`config.mk`:
```
export PLATFORM = sky130hd
export DESIGN_NAME = mem_resp
export DESIGN_NICKNAME = d
export VERILOG_FILES = /design/src/rtl/mem_resp.sv
export SDC_FILE = /design/constraint.sdc
export NUM_CORES = 1
export LEC_CHECK = 0
export ABC_AREA = 1
export BUFFER_PORTS_ARGS = -buffer_cell sky130_fd_sc_hd__buf_2
export CAP_MARGIN = 0
export CORE_AREA = 5 5 145 147
export CTS_BUF_LIST = sky130_fd_sc_hd__clkbuf_8
export DETAILED_ROUTE_END_ITERATION = 8
export DIE_AREA = 0 0 150 152
export PLACE_DENSITY = 0.83
export SLEW_MARGIN = 40
export SYNTH_ARGS = -nofsm -noshare
export SYNTH_HDL_FRONTEND = slang
export SYNTH_SLANG_ARGS = --single-unit
```
`constraint.sdc`:
```
create_clock -name clk -period 3.48 [get_ports clk]
set_clock_uncertainty 0.2 [all_clocks]
set_input_delay 1.044 -clock clk [delete_from_list [all_inputs] [get_ports clk]]
set_output_delay 1.044 -clock clk [all_outputs]
set_load 0.01 [all_outputs]
```
`src/rtl/mem_resp.sv`:
```
// mem_resp: MEM-stage response half; issues the SRAM-like data access, aligns and merges load data, hands off to WB.
module mem_resp (
  input  logic        clk,
  input  logic        resetn,
  input  logic        flush,
  input  logic        in_valid,
  output logic        in_allowin,
  input  logic        in_res_from_mem,
  input  logic        in_res_to_mem,
  input  logic [6:0]  in_load_op,
  input  logic [1:0]  in_addr_lo,
  input  logic        in_mem_ex,
  input  logic        in_data_wr,
  input  logic [1:0]  in_data_size,
  input  logic [3:0]  in_data_wstrb,
  input  logic [31:0] in_data_addr,
  input  logic [31:0] in_data_wdata,
  input  logic [31:0] in_rt_old,
  input  logic [31:0] in_result,
  input  logic [4:0]  in_dest,
  output logic        data_req,
  output logic        data_wr,
  output logic [1:0]  data_size,
  output logic [3:0]  data_wstrb,
  output logic [31:0] data_addr,
  output logic [31:0] data_wdata,
  input  logic        data_addr_ok,
  input  logic        data_data_ok,
  input  logic [31:0] data_rdata,
  output logic        out_valid,
  input  logic        out_allowin,
  output logic [31:0] out_result,
  output logic [4:0]  out_dest,
  output logic        out_ex
);
  localparam logic [1:0] IDLE = 2'd0;
  localparam logic [1:0] REQ  = 2'd1;
  localparam logic [1:0] WAIT = 2'd2;
  localparam logic [1:0] DONE = 2'd3;
  logic [1:0]  state_q, state_d;
  logic        cancel_q, cancel_d;
  logic        is_load_q;
  logic        mem_ex_q;
  logic [6:0]  load_op_q;
  logic [1:0]  addr_lo_q;
  logic [31:0] rt_q;
  logic [31:0] result_q;
  logic [4:0]  dest_q;
  logic        data_req_q;
  logic        data_wr_q;
  logic [1:0]  data_size_q;
  logic [3:0]  data_wstrb_q;
  logic [31:0] data_addr_q;
  logic [31:0] data_wdata_q;
  logic [31:0] out_result_q;
  logic        idle, done, busy, capture, mem_go, addr_hs, resp;
  logic [7:0]  byte_v;
  logic [15:0] half_v;
  logic [31:0] lwl_v, lwr_v, load_v;
  assign idle    = state_q == IDLE;
  assign done    = state_q == DONE;
  assign busy    = (state_q == REQ) | (state_q == WAIT);
  assign in_allowin = idle | (done & (out_allowin | cancel_q));
  assign capture = in_valid & in_allowin & ~flush;
  assign mem_go  = (in_res_from_mem | in_res_to_mem) & ~in_mem_ex;
  assign addr_hs = (state_q == REQ) & data_addr_ok;
  assign resp    = (state_q == WAIT) & data_data_ok;
  always_comb begin
    state_d = capture                                    ? (mem_go ? REQ : DONE) :
              done & (flush | out_allowin | cancel_q)    ? IDLE :
              addr_hs                                    ? WAIT :
              resp                                       ? ((cancel_q | flush) ? IDLE : DONE) :
                                                           state_q;
    cancel_d = state_d == IDLE   ? 1'b0 :
               busy & flush      ? 1'b1 :
                                   cancel_q;
  end
  // little-endian byte/half select, then lwl/lwr merge with the old rt value
  always_comb begin
    byte_v = addr_lo_q[1] ? (addr_lo_q[0] ? data_rdata[31:24] : data_rdata[23:16])
                          : (addr_lo_q[0] ? data_rdata[15:8]  : data_rdata[7:0]);
    half_v = addr_lo_q[1] ? data_rdata[31:16] : data_rdata[15:0];
    lwl_v  = addr_lo_q == 2'd0 ? {data_rdata[7:0],  rt_q[23:0]} :
             addr_lo_q == 2'd1 ? {data_rdata[15:0], rt_q[15:0]} :
             addr_lo_q == 2'd2 ? {data_rdata[23:0], rt_q[7:0]}  :
                                 data_rdata;
    lwr_v  = addr_lo_q == 2'd0 ? data_rdata :
             addr_lo_q == 2'd1 ? {rt_q[31:24], data_rdata[31:8]}  :
             addr_lo_q == 2'd2 ? {rt_q[31:16], data_rdata[31:16]} :
                                 {rt_q[31:8],  data_rdata[31:24]};
    load_v = load_op_q[0] ? {{24{byte_v[7]}}, byte_v} :
             load_op_q[1] ? {24'd0, byte_v} :
             load_op_q[2] ? {{16{half_v[15]}}, half_v} :
             load_op_q[3] ? {16'd0, half_v} :
             load_op_q[5] ? lwl_v :
             load_op_q[6] ? lwr_v :
                            data_rdata;
  end
  always_ff @(posedge clk or negedge resetn) begin
    if (!resetn) begin
      state_q      <= IDLE;
      cancel_q     <= 1'b0;
      is_load_q    <= 1'b0;
      mem_ex_q     <= 1'b0;
      load_op_q    <= '0;
      addr_lo_q    <= '0;
      rt_q         <= '0;
      result_q     <= '0;
      dest_q       <= '0;
      data_req_q   <= 1'b0;
      data_wr_q    <= 1'b0;
      data_size_q  <= '0;
      data_wstrb_q <= '0;
      data_addr_q  <= '0;
      data_wdata_q <= '0;
      out_result_q <= '0;
    end else begin
      state_q  <= state_d;
      cancel_q <= cancel_d;
      if (capture) begin
        is_load_q <= in_res_from_mem;
        mem_ex_q  <= in_mem_ex;
        load_op_q <= in_load_op;
        addr_lo_q <= in_addr_lo;
        rt_q      <= in_rt_old;
        result_q  <= in_result;
        dest_q    <= in_dest;
        if (!mem_go) out_result_q <= in_result;
      end
      if (capture && mem_go) begin
        data_wr_q    <= in_data_wr;
        data_size_q  <= in_data_size;
        data_wstrb_q <= in_data_wstrb;
        data_addr_q  <= in_data_addr;
        data_wdata_q <= in_data_wdata;
      end
      data_req_q <= (capture & mem_go) | (data_req_q & ~addr_hs);
      if (resp && !cancel_q && !flush) out_result_q <= is_load_q ? load_v : result_q;
    end
  end
  assign data_req   = data_req_q;
  assign data_wr    = data_wr_q;
  assign data_size  = data_size_q;
  assign data_wstrb = data_wstrb_q;
  assign data_addr  = data_addr_q;
  assign data_wdata = data_wdata_q;
  assign out_valid  = done & ~cancel_q;
  assign out_result = out_result_q;
  assign out_dest   = dest_q;
  assign out_ex     = mem_ex_q;
endmodule

```
## After elaboration in Yosys (flattened, before gate mapping)

Cells that the tools add are included.

| storage, ports and cells | value |
|---|---|
| register bits | 187 |
| input port bits | 191 |
| output and inout bits | 112 |
| logic and storage cells | 84 |

| cells by class | value |
|---|---|
| equality and inequality tests | 6 |
| mux-type cells | 28 |
| bitwise operators | 23 |
| reduce and logical (&&, ||, !) cells | 11 |

Operators with widths:

| kind | number |
|---|---|
| two-way mux 32 bit | 14 |
| two-way mux 16 bit | 2 |
| two-way mux 24 bit | 1 |
| two-way mux 8 bit | 3 |
| two-way mux 2 bit | 6 |
| AND 1 bit | 11 |
| bitwise OR 1 bit | 8 |
| == test 2 bit (second input constant) | 3 |
| zero test 2 bit | 3 |
| == test 2 x 1 -> 1 bit (second input constant) | 2 |
| inverter 1 bit | 4 |
| nonzero test 2 bit | 2 |
| logical AND 1 bit | 3 |
| zero test 1 bit | 2 |
| two-way mux 1 bit | 2 |
| inequality test 2 x 1 -> 1 bit (second input constant) | 1 |
| AND reduction 2 bit | 1 |

## Depth between registers and ports, before layout

Gate-level depths: netlist of run 1.

| depth | value |
|---|---|
| depth in word-level cells | 12 |
| mapped depth | 15 |
| mapped depth without buffers | 13 |

## Least setup slack after synthesis of run 1

No wires, ideal clock.

| timing | value |
|---|---|
| path type | input to output |
| start | input port out_allowin |
| end | output port in_allowin |
| data arrival time | 1.473 ns |
| data required time | 2.236 ns |
| path slack | 0.763 ns |
| stages on the path | 2 |
| path buffers | 0 |
| cells stage by stage | or2_1 -> a21o_2 |

| on the way | value |
|---|---|
| cells in the longest elaborated chain, start to end | 3 |

Ends and longest elaborated chain:

| item | line | text |
|---|---|---|
| start, declared | 31 | `input logic out_allowin,` |
| bitwise OR 1 bit | 63 | `assign in_allowin = idle \| (done & (out_allowin \| cancel_q));` |
| AND 1 bit | 63 |  |
| bitwise OR 1 bit | 63 |  |
| end, declared | 7 | `output logic in_allowin,` |

No other way between the ends.

## Worst setup path after layout of run 1

Ends and elaborated chain as after synthesis.

==> results.cfg, run 1 <==
[route]
drt-initial-drc-count = 754
wl_per_cell_um = 17.0
via_per_inst = 5.18
drt_first_pass_iters = 5
routed_wl_um = 32800
route.vias.total = 9962
antenna_left = 0
drc_errors = 0

[setup_path]
r2r_slack_ns = 1.10
critPathSlowestCell = a21o_2
worstReg2RegEnd = out_result[22]
crit_fanout = 2
crit_top_cell = buf_2
cp_slowest_stage_delay_ns = 0.22
arrival_ns = 1.72
crit_required_ns = 2.24
worst_setup_path_end_kind = primary output
critical_path_class = input pin to primary output
cp-start-kind = input pin
r2r_cells = 9
r2r-start = addr_lo_q[1]
path_cells = buf_2 > or2_1 > a21o_2 > buf_2

[sta]
setup_violations = 0
rsz0062_at_grt = false
fmax_mhz = 338
fin_crit_sh = 0.851
post-route-min-period_ns = 2.96
finalHoldViolations = 0
drv_slew = 0
tightestPinTransition_ns = 0.686
slew_headroom = 0.542
worst_slack_ns = 0.519
holdWs_ns = 0.280
final.setup.tns_ns = 0

[grt]
grt_pass1_wl_um = 51900
grt_max_degree = 67
antenna_found_initial = 3
grt-ovfl-total = 0
grt_usage = 0.286
first_global_vias = 9798

[placement]
post-place-ws_ns = 0.453
hpwl_um = 24200
portBuffers = 301
gp_congestion = 0.951

[hold_path]
min_path_cells = 2
min_path_type = register to register
hp-start = rt_q[7]
hold_end = rt_q[7]

[cts]
clock_tree.root_cell = clkbuf_8
cts.sinks = 186
htreeDepth = 4
cts_hold_buf = 0
tritoncts = built
cts_buffers = 17
cts.clk_slew.worst_paths_ns = 0.10
clk_latency_ns = 0.47
postCtsSetupRepairBufs = 0
cts_buffer_depth = 2
cts.repair.resized = 0

[die]
io_pins = 303
core_area_sq_um = 19800
rows = 52
die_x_um = 150
die_height_um = 152
dieArea_sq_um = 22800
initial_core_util = 0.536

[pwr]
p_sw_frac = 0.460
seq_power_share = 0.342
p_int_uw = 6130
ir_drop_v = 0.000475
power.density_nw_per_um2 = 896
p_clk_frac = 0.133
p_leak_uw = 0.00709
switching_power_uw = 5230
comb_power_share = 0.524

[yosys]
synth_area_sq_um = 10600
yosysTopAreaCell = dfrtp_1
yosysWarnings = 0
synthDistinctLibCells = 34
synthTopCellsByArea = dfrtp_1, nand2_1, mux2_4, o21ai_0, nor2_1
synth_top_flop_cell = dfrtp_1
synth_top_area_frac = 0.439
synth-edff-count = 0
synth_most_common_cell = nand2_1
synth.top_cells.by_count = nand2_1, dfrtp_1, o21ai_0
async_flop_share = 1.00
seq_area_frac_synth = 0.439
synth_seq_cells = 186
netlist_instances = 1372
avgSynthCellArea_sq_um = 7.73
syn-num-nets = 1567

[layout]
nNetsFinal = 1834
layout-drive-gt1-share = 0.276
syn2layout_area_growth_pct = 19.5

[status]
status = finished clean

[flow_run]
maxCapViolCount = 0
cell type report:
type / instances / area [sq um]
diodes: 3 / 7.51
clock buffers: 17 / 234
clock inverters: 15 / 193
fillers: 1739 / 7110
inverters: 101 / 379
multi-input cells: 1007 / 5110
flip-flops and latches: 186 / 4650
well taps: 270 / 338
repair buffers: 326 / 1750
flip-flops by register name, indices dropped and copies added, names as in the netlist:
name	count
rt_q	32
data_size	2
load_op_q	6
is_load_q	1
data_wr	1
cancel_q	1
out_result	32
result_q	32
out_dest	5
state_q	2
data_wstrb	4
addr_lo_q	2
data_addr	32
data_wdata	32
out_ex	1
data_req	1
per-stage QoR:
stage,power (uW),utilization,std cells,cell area (sq um)
6_report,11400,0.641,1925,12700
5_1_grt,12300,0.641,1925,12700
4_1_cts,11400,0.640,1922,12700
3_5_place_dp,9840,0.619,1890,12200
3_3_place_gp,9690,0.619,1890,12200
2_1_floorplan,7900,-,1372,10600
power by group through the flow:
stage / combinational [uW] / clock, uW / sequential, uW
2_1_floorplan: 3870 / 0 / 4030
3_3_place_gp: 5810 / 0 / 3880
3_5_place_dp: 5960 / 0 / 3880
4_1_cts: 5960 / 1550 / 3880
5_1_grt: 6650 / 1640 / 4000
6_report: 5960 / 1520 / 3880
cell families (layout without fill, tap and decap cells):
logic type      count (synthesis)  after routing  share of synthesized area
flops                         186            186                      0.439
compound gates                233            233                      0.115
fa+ha+maj                       4              4                    0.00472
mux                            71             71                     0.0998
other cells                     0              3                          0
simple gates                  699            699                      0.263
buf+inv                       179            459                     0.0788
critical path: cells and delay by family:
family	cells	cell delay, ns
simple gates	1	0.21
buf+inv	2	0.24
compound gates	1	0.22
per-layer routing:
layer,wire length (um),vias up,track usage
li1,-,4873,-
met1,13000,4580,0.364
met2,15800,432,0.468
met3,2440,77,0.0527
met4,1560,0,0.136
met5,0,-,0
placed cells by master, fill, tap and decap left out, drive strengths merged, types with 6 or more instances in the layout:
| cell type | n |
|---|---|
| nand3 | 43 |
| o21bai | 6 |
| nand2 | 533 |
| clkbuf | 18 |
| clkinv | 12 |
| mux2 | 71 |
| nor2 | 113 |
| or2 | 9 |
| dfrtp | 186 |
| a21oi | 79 |
| buf | 325 |
| o21ai | 145 |
| inv | 101 |
worst max-delay path by stage:
| stage | endpoint | from | depth (start not counted) |
|---|---|---|---|
| 2_1_floorplan | in_allowin | out_allowin | 2 |
| 3_3_place_gp | data_size[1] | in_res_from_mem | 6 |
| 3_5_place_dp | data_addr[6] | in_res_from_mem | 6 |
| 4_1_cts | in_allowin | out_allowin | 4 |
| 5_1_grt | in_allowin | out_allowin | 4 |
| 6_report | in_allowin | out_allowin | 4 |
No activity file was read; power rests on OpenSTA's default activity.
==> run 2, diff against run 1 <==
--- a/config.mk
+++ b/config.mk
@@ -7,10 +7,10 @@
 export LEC_CHECK = 0
-export ABC_AREA = 1
+export ABC_AREA = 0
 export BUFFER_PORTS_ARGS = -buffer_cell sky130_fd_sc_hd__buf_2
 export CAP_MARGIN = 0
-export CORE_AREA = 5 5 145 147
+export CORE_AREA = 5 5 139 141
 export CTS_BUF_LIST = sky130_fd_sc_hd__clkbuf_8
 export DETAILED_ROUTE_END_ITERATION = 8
-export DIE_AREA = 0 0 150 152
-export PLACE_DENSITY = 0.83
+export DIE_AREA = 0 0 144 146
+export PLACE_DENSITY = 0.84
 export SLEW_MARGIN = 40
--- a/constraint.sdc
+++ b/constraint.sdc
@@ -4,2 +4,2 @@
 set_output_delay 1.044 -clock clk [all_outputs]
-set_load 0.01 [all_outputs]
+set_load 0.02 [all_outputs]
==> run 2 against run 1 <==
  * Synthesized area decreased by 9.3%
  * Flip-flop and latch count did not move
  * Critical path type unchanged
  * Setup slack worse by 0.11 ns
  * Critical path depth stayed put
  * Count of clock-buffer cells in the layout unchanged
  * Clock power is essentially flat
  * Largest cell class is now sequential cells
  * Combinational power down 12%
==> results.cfg, run 2 <==
[yosys]
synth_area_sq_um = 9620
async_flop_share = 1.00
synth-edff-count = 0
synth_seq_cells = 186
netlist_instances = 946
synthTopCellsByArea = dfrtp_1, mux2_2, nand2_1, mux2i_1, mux4_2
synth_top_area_frac = 0.484
syn-num-nets = 1141
yosysTopAreaCell = dfrtp_1
synthDistinctLibCells = 44
seq_area_frac_synth = 0.484
synth_top_flop_cell = dfrtp_1
synth.top_cells.by_count = nand2_1, dfrtp_1, mux2_2
synth_most_common_cell = nand2_1
avgSynthCellArea_sq_um = 10.2
yosysWarnings = 0

[setup_path]
worstReg2RegEnd = out_result[15]
cp-start-kind = input pin
r2r_cells = 6
r2r-start = addr_lo_q[1]
arrival_ns = 1.83
cp-startpoint = out_allowin
worst_setup_path_end_kind = primary output
crit_required_ns = 2.24
endpoint = in_allowin
crit_fanout = 3
r2r_slack_ns = 0.71
critical_path_class = input pin to primary output

[pwr]
power.density_nw_per_um2 = 908
switching_power_uw = 4770
p_leak_uw = 0.00592
seq_power_share = 0.369
p_int_uw = 5910
ir_drop_v = 0.000570
comb_power_share = 0.490
p_sw_frac = 0.446
p_clk_frac = 0.141

[route]
antenna_left = 0
drc_errors = 0
wl_met3_um = 2750
route.vias.total = 8663
wl_met1_um = 11600
wl_met2_um = 15000
via_per_inst = 5.89
routed_wl_um = 30400
drt_first_pass_iters = 5
topRoutingLayerUsed = met5
wl_per_cell_um = 20.6
drt-initial-drc-count = 774

[sta]
slew_headroom = 0.462
tightestPinTransition_ns = 0.787
setup_violations = 0
post-route-min-period_ns = 3.07
fmax_mhz = 325
finalHoldViolations = 0
worst_slack_ns = 0.407
drv_slew = 0
fin_crit_sh = 0.883
rsz0062_at_grt = false
final.setup.tns_ns = 0

[cts]
clk_latency_ns = 0.48
tritoncts = built
cts.repair.resized = 0
cts.clk_slew.worst_paths_ns = 0.10
cts_buffer_depth = 2
cts.sinks = 186
htreeDepth = 4
postCtsSetupRepairBufs = 0
clock_tree.root_cell = clkbuf_8
cts_buffers = 17
cts_hold_buf = 0

[die]
initial_core_util = 0.539
die_x_um = 144
io_pins = 303
dieArea_sq_um = 21000
rows = 49
die_height_um = 146
core_area_sq_um = 17800

[layout]
layout_common_cells = buf_2, nand2_1, dfrtp_1
layout_commonest_cell = buf_2
syn2layout_area_growth_pct = 22.3
nNetsFinal = 1422
layout-drive-gt1-share = 0.390
design_area_sq_um = 11800

[grt]
antenna_found_initial = 3
grt_usage = 0.287
grt-ovfl-total = 0
first_global_vias = 8730
grt_pass1_wl_um = 47100
grt_max_degree = 79

[status]
status = finished clean

[placement]
hpwl_um = 22400
portBuffers = 301
gp_congestion = 0.925
post-place-ws_ns = 0.402
post_dp_cell_area_sq_um = 11300

[hold_path]
min_path_type = register to register
hp-start = out_ex

[flow_run]
maxCapViolCount = 0
run 2: cell types whose count changed after synthesis, sizes merged, moves of 26 or more:
cell   before  now
mux2i       0   55
nor2      113   46
a21oi      79   16
nand2     533  262
o21ai     145   31
o22ai       1   37
inv        97    6
buf        57   31
nand3      43    6
run 2: power groups by stage:
| stage | registers (uW) | logic [uW] | clock network [uW] |
|---|---|---|---|
| after floorplan | 4530 | 2840 | 0 |
| after global placement | 3890 | 5050 | 0 |
| after detailed placement | 3960 | 5200 | 0 |
| after CTS | 3920 | 5230 | 1530 |
| after global routing | 4050 | 5650 | 1620 |
| final | 3940 | 5240 | 1500 |
run 2: per-stage QoR:
| stage | std cells | hold slack (ns) | util | total power (uW) |
|---|---|---|---|---|
| after floorplan | 946 | 0.245 | - | 7370 |
| after global placement | 1437 | 0.254 | 0.635 | 8940 |
| after detailed placement | 1437 | 0.265 | 0.635 | 9160 |
| after CTS | 1469 | 0.290 | 0.659 | 10700 |
| after global routing | 1470 | 0.314 | 0.659 | 11300 |
| final | 1471 | 0.282 | 0.659 | 10700 |
run 2: area by class of cell:
type / count / area (sq um)
fillers: 1456 / 6080
flip-flops and latches: 186 / 4660
multi-input cells: 688 / 4610
repair buffers: 327 / 1760
well taps: 229 / 287
clock buffers: 17 / 234
clock inverters: 15 / 181
inverters: 7 / 26.3
diodes: 2 / 5.00
run 2: per-layer routing:
layer / up-vias / GRT usage
li1: 3907 / -
met1: 4164 / 0.373
met2: 507 / 0.470
met3: 81 / 0.0621
met4: 4 / 0.105
met5: - / 0
run 2: how the worst min path moves through the flow:
stage | endpoint | depth (start not counted) | slack, ns
5_1_grt | result_q[16] | 2 | 0.31
2_1_floorplan | rt_q[24] | 2 | 0.24
6_report | out_ex | 2 | 0.28
4_1_cts | out_ex | 2 | 0.29
3_3_place_gp | out_dest[1] | 2 | 0.25
3_5_place_dp | out_ex | 2 | 0.26
run 2: cell families (layout without fill, tap and decap cells):
logic type	Yosys count	in the layout	share of synthesized area
compound gates	169	169	0.121
simple gates	349	349	0.146
mux	166	166	0.206
flops	186	186	0.484
buf+inv	72	366	0.0377
fa+ha+maj	4	4	0.00520
other cells	0	2	0
run 2: worst max-delay path: stages:
cell and delay (ns):
buf_2 0.11, o21a_1 0.19, or2_2 0.31, buf_2 0.18
==> run 3, diff against run 2 <==
PLACE_DENSITY = unset   (was 0.84)
PLACE_DENSITY_LB_ADDON = 0.15   (was unset)
TNS_END_PERCENT = 10   (was unset)
==> run 3 against run 2 <==
  * Setup slack lost 0.020 ns
  * Global-route usage shrank 1.0 points
  * Utilization shrank 0.17 points
  * Total power shrank 1.1%
  * Maximum frequency shrank 0.65%
  * Register-to-register slack lost 0.04 ns
  * Via count shrank 1.8%
  * Combinational power shrank 2%
  * Largest cell class unchanged
  * Cell area shrank 0.26%
  * Non-clock buffer count grew 1
  * Sequential share of layout area grew 0.10 points
  * Cell count grew 0.20%
==> results.cfg, run 3 (same netlist as run 2, synthesis figures left out) <==
[setup_path]
arrival_ns = 1.85
worst_setup_path_end_kind = primary output
critPathSlowestCell = or2_2
crit_top_cell = buf_2
crit_fanout = 3
cp_slowest_stage_delay_ns = 0.32
critical_path_class = input pin to primary output
crit_required_ns = 2.24
path_cells = buf_2 > o21a_1 > or2_2 > buf_2
cp-start-kind = input pin

[sta]
final.setup.tns_ns = 0
slew_headroom = 0.506
setup_violations = 0
fin_crit_sh = 0.889
post-route-min-period_ns = 3.09
tightestPinTransition_ns = 0.723
finalHoldViolations = 0
drv_slew = 0
fmax_mhz = 323
rsz0062_at_grt = false

[cts]
cts_buffer_depth = 2
cts.sinks = 186
cts.clk_slew.worst_paths_ns = 0.10
tritoncts = built
cts_hold_buf = 0
cts.repair.resized = 0
clk_latency_ns = 0.47
htreeDepth = 4
cts_buffers = 17
clock_tree.root_cell = clkbuf_8
postCtsSetupRepairBufs = 0

[hold_path]
min_path_type = register to register

[pwr]
p_leak_uw = 0.00591
ir_drop_v = 0.000524
power.density_nw_per_um2 = 901

[placement]
gp_congestion = 0.927
portBuffers = 301
post_dp_cell_area_sq_um = 11300
hpwl_um = 21700

[flow_run]
maxCapViolCount = 0

[layout]
layout-drive-gt1-share = 0.390
layout_commonest_cell = buf_2
layout_common_cells = buf_2, nand2_1, dfrtp_1
nNetsFinal = 1423
syn2layout_area_growth_pct = 22.0
design_area_sq_um = 11700

[route]
routed_wl_um = 29600
antenna_left = 0
wl_met2_um = 14100
topRoutingLayerUsed = met5
drc_errors = 0
drt-initial-drc-count = 891
drt_first_pass_iters = 5
wl_met1_um = 11800
wl_met3_um = 2850
route.vias.total = 8510
wl_per_cell_um = 20.1
via_per_inst = 5.77

[grt]
grt_pass1_wl_um = 45800
grt_usage = 0.277
grt_max_degree = 79
first_global_vias = 8415
antenna_found_initial = 6
grt-ovfl-total = 0

[status]
status = finished clean

[die]
rows = 49
core_area_sq_um = 17800
io_pins = 303
die_x_um = 144
die_height_um = 146
initial_core_util = 0.539
dieArea_sq_um = 21000
==> run 3: cell types whose count changed in the layout (fill, tap and decap cells not counted), sizes merged <==
| cell | before | now |
|---|---|---|
| buf | 326 | 328 |
| diode | 2 | 4 |
| bufinv | 1 | 0 |
| clkbuf | 18 | 19 |
| clkinvlp | 3 | 2 |
==> run 3: worst paths after layout <==
check | from | to | slack [ns] | cells after the start
hold / removal | out_dest[3] | out_dest[3] | 0.28 | 2
max in group asynchronous | resetn | addr_lo_q[0] | 2.01 | 2
setup / recovery | out_allowin | in_allowin | 0.39 | 4
setup reg to reg | addr_lo_q[0] | out_result[7] | 0.67 | 5
hold reg to reg | out_dest[3] | out_dest[3] | 0.28 | 2
min in group asynchronous | resetn | result_q[27] | 0.32 | 1
==> run 3: final cells by class <==
| class | instances | area (sq um) |
|---|---|---|
| Timing Repair Buffer | 328 | 1760 |
| Tap cell | 229 | 287 |
| Fill cell | 1501 | 6110 |
| Clock buffer | 19 | 262 |
| Sequential cell | 186 | 4660 |
| Multi-Input combinational cell | 688 | 4610 |
| Inverter | 7 | 26.3 |
| Antenna cell | 4 | 10.0 |
| Clock inverter | 13 | 126 |
==> run 3: layer usage <==
layer	vias to the layer above	track usage
met3	56	0.0710
met5	-	0
met2	452	0.436
li1	3913	-
met4	4	0.0965
met1	4085	0.371
==> run 3: stage by stage <==
stage	util	cells	hold WS, ns	total power, uW	setup slack (ns)
detailed placement	0.635	1438	0.261	9150	0.358
global route	0.657	1474	0.310	11300	0.357
global placement	0.635	1438	0.255	9000	0.376
floorplan	-	946	0.245	7370	0.667
CTS	0.657	1470	0.288	10600	0.386
finish	0.657	1474	0.284	10600	0.387
==> run 3: power by group <==
part	total, uW	switching, uW	internal [uW]	leakage [uW]
Combinational	5150	3040	2110	0.00345
Clock	1440	872	564	0.000192
Sequential	3980	779	3200	0.00226
Total	10600	4690	5880	0.00591
==> run 3: worst max-delay path, delay by kind of cell <==
family	cells	cell delay, ns
and+or+nand+nor	1	0.32
AOI/OAI and AO/OA	1	0.20
buffers and inverters	2	0.29
